File: config.mk
export PLATFORM = sky130hd
export DESIGN_NAME = inexrecur_loader_flat
export DESIGN_NICKNAME = d
export VERILOG_FILES = /design/src/rtl/inexrecur_loader_if.sv /design/src/rtl/inexrecur_loader.sv /design/src/flat_wrapper.sv
export SDC_FILE = /design/constraint.sdc
export NUM_CORES = 1
export LEC_CHECK = 0
export BUFFER_PORTS_ARGS = -buffer_cell sky130_fd_sc_hd__buf_2
export CORE_AREA = 2 2 89 91
export DETAILED_ROUTE_END_ITERATION = 10
export DIE_AREA = 0 0 91 93
export PLACE_DENSITY_LB_ADDON = 0.2
export SLEW_MARGIN = 20
export SYNTH_ARGS = -nofsm -noshare
export SYNTH_HDL_FRONTEND = slang
export SYNTH_SLANG_ARGS = --single-unit
File: constraint.sdc
create_clock -name clk -period 2 [get_ports clk]
set_input_delay 0.4 -clock clk [delete_from_list [all_inputs] [get_ports clk]]
set_output_delay 0.4 -clock clk [all_outputs]
set_load 0.02 [all_outputs]
File: src/rtl/inexrecur_loader_if.sv
// Host entry stream and regfile_InexRecur random-write port bundled for inexrecur_loader.
// The slave modport is the loader's view; the master modport is the host/regfile side.
interface inexrecur_loader_if #(
    parameter int ADDR_W = 12,
    parameter int DATA_W = 32
);
    logic              in_valid_i;
    logic [DATA_W-1:0] in_data_i;
    logic              in_ready_o;
    logic              ran_we_o;
    logic [ADDR_W-1:0] ran_w_addr_o;
    logic [DATA_W-1:0] ran_w_data_o;

    modport slave (
        input  in_valid_i,
        input  in_data_i,
        output in_ready_o,
        output ran_we_o,
        output ran_w_addr_o,
        output ran_w_data_o
    );

    modport master (
        output in_valid_i,
        output in_data_i,
        input  in_ready_o,
        input  ran_we_o,
        input  ran_w_addr_o,
        input  ran_w_data_o
    );
endinterface

File: src/rtl/inexrecur_loader.sv
// Loads a session of entries into regfile_InexRecur at consecutive addresses, then pulses is_start.
// Optional running-XOR checksum output enabled by INEXRECUR_LOADER_CKSUM_EN.
module inexrecur_loader #(
    parameter int ADDR_W    = 12,
    parameter int DATA_W    = 32,
    parameter int DEPTH     = 4096,
    parameter int BASE_ADDR = 0
) (
    input  logic                   clk,
    input  logic                   rst_n,
    input  logic                   load_req_i,
    input  logic [ADDR_W:0]        load_cnt_i,
    input  logic                   load_abort_i,
    inexrecur_loader_if.slave      bus,
    output logic                   is_start_o,
    output logic                   busy_o,
    output logic                   done_o,
    output logic                   err_o,
`ifdef INEXRECUR_LOADER_CKSUM_EN
    output logic [DATA_W-1:0]      cksum_o,
`endif
    output logic [1:0]             dbg_state_o
);
    localparam int CNT_W = ADDR_W + 1;
    localparam logic [CNT_W-1:0]  DEPTH_C = CNT_W'(DEPTH);
    localparam logic [ADDR_W-1:0] BASE_C  = ADDR_W'(BASE_ADDR);

    typedef enum logic [1:0] {
        S_IDLE  = 2'd0,
        S_LOAD  = 2'd1,
        S_DRAIN = 2'd2,
        S_START = 2'd3
    } state_t;

    // Handshake: an entry transfers on a rising clk edge where in_valid_i && in_ready_o;
    // in_ready_o depends only on the state register, never on in_valid_i.
    state_t            state_q, state_d;
    logic [CNT_W-1:0]  remaining_q, remaining_d;
    logic [ADDR_W-1:0] addr_q, addr_d;
    logic              we_q, we_d;
    logic [ADDR_W-1:0] waddr_q, waddr_d;
    logic [DATA_W-1:0] wdata_q, wdata_d;
    logic              err_q, err_d;
    logic [DATA_W-1:0] cksum_q, cksum_d;
    logic              accept;

    assign accept = (state_q == S_LOAD) && bus.in_valid_i;

    always_comb begin
        state_d     = state_q;
        remaining_d = remaining_q;
        addr_d      = addr_q;
        we_d        = 1'b0;
        waddr_d     = waddr_q;
        wdata_d     = wdata_q;
        err_d       = 1'b0;
        cksum_d     = cksum_q;
        case (state_q)
            S_IDLE: begin
                if (load_req_i) begin
                    if ((load_cnt_i == '0) || (load_cnt_i > DEPTH_C)) begin
                        err_d = 1'b1;
                    end else begin
                        state_d     = S_LOAD;
                        remaining_d = load_cnt_i;
                        addr_d      = BASE_C;
                        cksum_d     = '0;
                    end
                end
            end
            S_LOAD: begin
                if (accept) begin
                    we_d        = 1'b1;
                    waddr_d     = addr_q;
                    wdata_d     = bus.in_data_i;
                    addr_d      = addr_q + ADDR_W'(1);
                    remaining_d = remaining_q - CNT_W'(1);
                    cksum_d     = cksum_q ^ bus.in_data_i;
                end
                // Abort outranks completion; the entry accepted alongside it is still written.
                if (load_abort_i) begin
                    state_d = S_IDLE;
                    err_d   = 1'b1;
                end else if (accept && (remaining_q == CNT_W'(1))) begin
                    state_d = S_DRAIN;
                end
            end
            S_DRAIN: state_d = S_START;
            S_START: state_d = S_IDLE;
            default: state_d = S_IDLE;
        endcase
    end

    always_ff @(posedge clk or negedge rst_n) begin
        if (!rst_n) begin
            state_q     <= S_IDLE;
            remaining_q <= '0;
            addr_q      <= '0;
            we_q        <= 1'b0;
            waddr_q     <= '0;
            wdata_q     <= '0;
            err_q       <= 1'b0;
            cksum_q     <= '0;
        end else begin
            state_q     <= state_d;
            remaining_q <= remaining_d;
            addr_q      <= addr_d;
            we_q        <= we_d;
            waddr_q     <= waddr_d;
            wdata_q     <= wdata_d;
            err_q       <= err_d;
            cksum_q     <= cksum_d;
        end
    end

    assign bus.in_ready_o   = (state_q == S_LOAD);
    assign bus.ran_we_o     = we_q;
    assign bus.ran_w_addr_o = waddr_q;
    assign bus.ran_w_data_o = wdata_q;
    assign is_start_o       = (state_q == S_START);
    assign done_o           = (state_q == S_START);
    assign busy_o           = (state_q != S_IDLE);
    assign err_o            = err_q;
    assign dbg_state_o      = state_q;

`ifdef INEXRECUR_LOADER_CKSUM_EN
    assign cksum_o = cksum_q;
`else
    logic unused_cksum;
    assign unused_cksum = ^cksum_q;
`endif
endmodule

File: src/flat_wrapper.sv
// flat-port wrapper written by rule: the top's interface ports become plain ports
module inexrecur_loader_flat 
#(
    parameter int ADDR_W    = 12,
    parameter int DATA_W    = 32,
    parameter int DEPTH     = 4096,
    parameter int BASE_ADDR = 0
)
  (clk, rst_n, load_req_i, load_cnt_i, load_abort_i, is_start_o, busy_o, done_o, err_o, dbg_state_o, bus_in_valid_i, bus_in_data_i, bus_in_ready_o, bus_ran_we_o, bus_ran_w_addr_o, bus_ran_w_data_o);
  inexrecur_loader_if #(.ADDR_W(ADDR_W), .DATA_W(DATA_W)) bus_i ();
  input  logic clk;
  input  logic rst_n;
  input  logic load_req_i;
  input  logic [ADDR_W:0] load_cnt_i;
  input  logic load_abort_i;
  output logic is_start_o;
  output logic busy_o;
  output logic done_o;
  output logic err_o;
  output logic [1:0] dbg_state_o;
  input wire logic [$bits(bus_i.in_valid_i)-1:0] bus_in_valid_i;
  input wire logic [$bits(bus_i.in_data_i)-1:0] bus_in_data_i;
  output wire logic [$bits(bus_i.in_ready_o)-1:0] bus_in_ready_o;
  output wire logic [$bits(bus_i.ran_we_o)-1:0] bus_ran_we_o;
  output wire logic [$bits(bus_i.ran_w_addr_o)-1:0] bus_ran_w_addr_o;
  output wire logic [$bits(bus_i.ran_w_data_o)-1:0] bus_ran_w_data_o;
  assign bus_i.in_valid_i = bus_in_valid_i;
  assign bus_i.in_data_i = bus_in_data_i;
  assign bus_in_ready_o = bus_i.in_ready_o;
  assign bus_ran_we_o = bus_i.ran_we_o;
  assign bus_ran_w_addr_o = bus_i.ran_w_addr_o;
  assign bus_ran_w_data_o = bus_i.ran_w_data_o;
  inexrecur_loader #(.ADDR_W(ADDR_W), .DATA_W(DATA_W), .DEPTH(DEPTH), .BASE_ADDR(BASE_ADDR)) u_core (.clk(clk), .rst_n(rst_n), .load_req_i(load_req_i), .load_cnt_i(load_cnt_i), .load_abort_i(load_abort_i), .bus(bus_i), .is_start_o(is_start_o), .busy_o(busy_o), .done_o(done_o), .err_o(err_o), .dbg_state_o(dbg_state_o));
endmodule
After elaboration in Yosys (flattened, before gate mapping):

Index checks and enable logic that the tools add are counted.

* register bits after elaboration: 73
* input bits: 50
* output and inout bits: 52
* word-level logic and storage cells: 47

* $add $sub $neg: 2
* $lt $le $gt $ge: 1
* equality and inequality tests: 8
* muxes and demuxes: 19
* reductions and logical operators: 10

Operator list (count)
* 13-bit two-way mux: 3
* 12-bit two-way mux: 3
* 13-bit one-hot mux with 2 select lines: 1
* 12-bit one-hot mux with 2 select lines: 1
* 13-bit by 1-bit == test with 1-bit output, second input constant: 1
* 13-bit greater-than comparator, second input constant: 1
* 13-bit logical NOT: 1
* 13-bit by 1-bit subtractor with 13-bit output, second input constant: 1
* 12-bit by 1-bit adder with 12-bit output, second input constant: 1
* 2-bit two-way mux: 4
* 2-bit one-hot mux with 4 select lines: 1
* 1-bit two-way mux: 5
* 2-bit == test, second input constant: 2
* 2-bit != test, second input constant: 2
* 4-bit AND reduction: 1
* 2-bit nonzero test: 2
* 3-bit by 2-bit != test with 1-bit output, second input constant: 1
* 3-bit AND reduction: 1
* 2-bit by 1-bit == test with 1-bit output, second input constant: 1
* 1-bit logical AND: 2
* 2-bit logical NOT: 1
* 2-bit by 1-bit != test with 1-bit output, second input constant: 1
* 1-bit one-hot mux with 2 select lines: 1
* 2-bit AND reduction: 1
* 1-bit logical OR: 1

Longest topological paths before layout:

* depth in word-level cells: 6
* mapped depth: 7
* depth with buffers taken out: 6

Worst setup path after synthesis:

OpenSTA, ideal clock, no wires.

* kind: input port to flip-flop
* from: in load_cnt_i[11]
* to: reg u_core.remaining_q[6]
* setup time: 121 ps
* arrival: 2060 ps
* data required time: 1879 ps
* path slack: -181 ps
* stages on the path: 6
* buffers on the path: 1
* cells stage by stage: or4_4 > or4_4 > a41oi_2 > buf_6 > a21oi_1 > o22a_1

* longest elaborated chain between the ends: 4
* elaborated cells between the ends (all ways): 5
* classes of those cells: 1 x order compare; 1 x eq/ne; 3 x reduce/logical

Ends and longest elaborated chain
* start: declaration: line flat_wrapper.sv:14 `input logic [ADDR_W:0] load_cnt_i;`
* 13-bit greater-than comparator / 13-bit logical NOT (equally long branches): line inexrecur_loader.sv:61 `if ((load_cnt_i == '0) || (load_cnt_i > DEPTH_C)) begin`
* 1-bit logical OR (*): line inexrecur_loader.sv:61
* 2-bit != test (no line) (*)
* 4-bit AND reduction (no line) (*)
* end signal: assignment: line inexrecur_loader.sv:106 `remaining_q <= remaining_d;`
* end: declaration: line inexrecur_loader.sv:38 `logic [CNT_W-1:0] remaining_q, remaining_d;`

Every way passes the cells marked *; elsewhere a longest branch is shown, timed or not.
A chain may end at the register's enable or synchronous reset.

Final worst setup path:

Same ends and word-level chain as after synthesis.

==> metrics.md <==
| Metric | Value |
|---|---|
| Max FO, Critical Path | 35 |
| Final period util | 99.2% |
| Max Clock Freq | 504 MHz |
| DR vias/cell | 4.99 |
| Worst slew pin tran | 0.581 ns |
| Top cells by area, synth | dfrtp_1 (56%), nand2_1 (17%), o21ai_0 (4.9%) |
| WP data arrival | 2.21 ns |
| Detailed Route Iter0 Violations | roughly 120 |
| Area leader, netlist | dfrtp_1 |
| Post-Syn Area per Cell | a little under 9 µm² |
| CTS root buffer | clkbuf_8 |
| Max-Cap Viols | 0 |
| Non-filler cells, final | 597 |
| RSZ-0062 raised after global routing | yes |
| Global-route wire length before repair | 13.0 mm |
| CTS tree | done |
| Sequential-to-total area share from yosys stat | 55.6% |
| Storage element area | 1830 µm² |
| Number of distinct library cells after synthesis | 37 |
| Number of global-route vias before repair | ~2800 |
| Yosys warning total | 0 |
| Starting Density | 43.6% |
| Largest net degree at the start of global routing | 74 |
| Htree depth | 3 |
| Status | finished, final reports clean |
| Core box area | roughly 7500 µm² |
| HP Class | in2async |
| Synthesis-stage register bit count | 73 |
| Worst vdd rail ir drop | roughly 0.00053 V |
| Final core occ | 55.6% |
| Standard-cell rows | 32 |
| Multi-input gate area | 1350 µm² |
| Placed Cells | 581 |
| I/O Pins | 102 |
| Post-synth top area share | 55.6% |
| Clock Path Buffers | 2 |
| Filler instances | 727 |
| Clock sinks | 73 |
| ANT cells | 0 |
| Layout cells sized above 1 | between 30% and 40% |
| GPL Wtd Cong | 0.782 |
| Setup Fix Bufs, Post-CTS | 0 |
| Area of the die | approximately 8500 µm² |
| Clk_lat worst skew | 0.34 ns |
| DR pass1 iterations | 4 |
| Nets | 543 |
| Mapped Nets | 429 |
| # port buffers | 101 |
| Grt ovf | 0 |
| Die X | 91 µm |
| Min Tclk post-route | 1.98 ns |
| Routed WL per cell | 12.8 µm |
| Clk_skew | between 0.01 and 0.015 ns |
| Req. time, crit path | 2.22 ns |
| Drt total wl | 7.66 mm |
| LEAKAGE | approximately 2.2 nW |
| Relative slew slack | 60.9% |
| Critical path class | in2reg |
| Final hold viol count | 0 |
| Startpoint Class | input pin |
| Mapped Cells | about 380 |
| Pwr Density | about 1300 nW/µm² |
| Via Count | 2980 |
| Dpl hpwl | 5.24 mm |
| DRC errors left | 0 |
| Synthesized area | 3280 µm² |
| Initial antenna violation count | 0 |
| Die H | 93 µm |
| Global-route usage over all layers | 19.2% |
| Detail Route Antenna Nets | 0 |
| Commonest non-fill, non-tap cell in the layout | nand2_1 |
| CTS clk-pin slew, worst paths | approximately 0.08 ns |
| Num CTS Buffers | 9 |
| Synth-to-layout area growth | 27.5% |
| Fin. max-slew vios | 0 |
| Final setup viols | 0 |
| Crit. End Element | register |
| Commonest cells after routing, fill and taps aside | nand2_1 (150), buf_2 (99), dfrtp_1 (73) |
worst max-delay path: stages:
cell	delay, ns
buf_6	0.09
or4_4	0.53
or4_4	0.53
a41oi_2	0.20
buf_12	0.21
a21oi_1	0.07
o22a_1	0.17
metal layers:
metal  global-route usage [%]  wire length (µm)  up-vias
li1                         -                 -     1481
met1                     25.0              3610     1410
met2                     32.4              3570       78
met3                     2.98               341       11
met4                     7.45               138        0
met5                        0                 0        -
what timing repair did:
item | in CTS | in global routing
gates resized for setup | 1 | 5
hold buffers | 0 | 0
endpoints found under the setup margin | 1 | 9
through the flow:
step                      total power (W)  setup TNS [ns]  setup slack [ns]  hold slack, ns  cell area [µm²]
final                             0.00534               0            0.0152          0.0557             4190
after floorplan                   0.00360           -1.84            -0.125           0.104             3290
after global routing              0.00576         -0.0558           -0.0323          0.0910             4190
after global placement            0.00431           -6.07            -0.325           0.446             4000
after detailed placement          0.00437           -6.70            -0.363           0.446             4000
after CTS                         0.00539        -0.00364          -0.00364          0.0763             4170
logic make-up (layout without fill, tap and decap cells):
kind of cell | Yosys count | after routing | share of synthesized area (%)
AND/OR/NAND/NOR | 200 | 200 | 25.1
AO/OA/AOI/OAI | 75 | 75 | 14.3
flip-flops | 73 | 73 | 55.6
buffers and inverters | 25 | 144 | 3.81
adder cells (fa/ha/maj) | 3 | 3 | 1.14
cell usage after synthesis, drive strengths merged:
library cell / n
o21a: 2
a41oi: 1
buf: 9
and2: 3
nor3: 6
o21ai: 40
nand3: 6
nor3b: 1
a21oi: 10
a21boi: 1
nor2: 21
or4: 5
o22a: 2
clkbuf: 9
dfrtp: 73
ha: 3
a32o: 1
or3: 1
a22o: 1
o31a: 2
nor4: 3
a22oi: 5
nand4: 3
o22ai: 1
nand3b: 1
inv: 7
o31ai: 3
a31oi: 6
nand2: 150
layout make-up:
type	instances	area share [%]
clock inverters	7	1.08
clock buffers	9	2.96
flip-flops and latches	73	43.6
well taps	102	3.05
multi-input cells	278	32.2
repair buffers	121	16.5
inverters	7	0.628
path summary, 6_finish.rpt:
kind,to,slack [ns],start,cells past startpoint
hold / removal,u_core.err_o,0.06,rst_n,2
max in group asynchronous,u_core.addr_q[6],1.62,rst_n,2
setup / recovery,u_core.remaining_q[6],0.02,load_cnt_i[11],7
setup reg to reg,u_core.remaining_q[12],0.22,u_core.remaining_q[8],6
hold reg to reg,u_core.bus.ran_w_addr_o[11],0.47,u_core.bus.ran_w_addr_o[11],2
min in group clk,u_core.bus.ran_w_data_o[4],0.24,bus_in_data_i[4],3
sequential cells by signal (all words and copies together) (netlist names), named ones only:
register,flops
u_core.err_o,1
u_core.dbg_state_o,1
u_core.bus.ran_w_addr_o,12
u_core.bus.ran_w_data_o,32
u_core.bus.ran_we_o,1
u_core.remaining_q,13
u_core.addr_q,12
report_power, final:
group	internal [W]	leakage (nW)	switching, W
Combinational	0.000752	1.18	0.00132
Clock	0.000448	0.0891	0.000561
Sequential	0.00194	0.935	0.000317
Total	0.00314	2.21	0.00220
(Power assumes the default switching activity.)
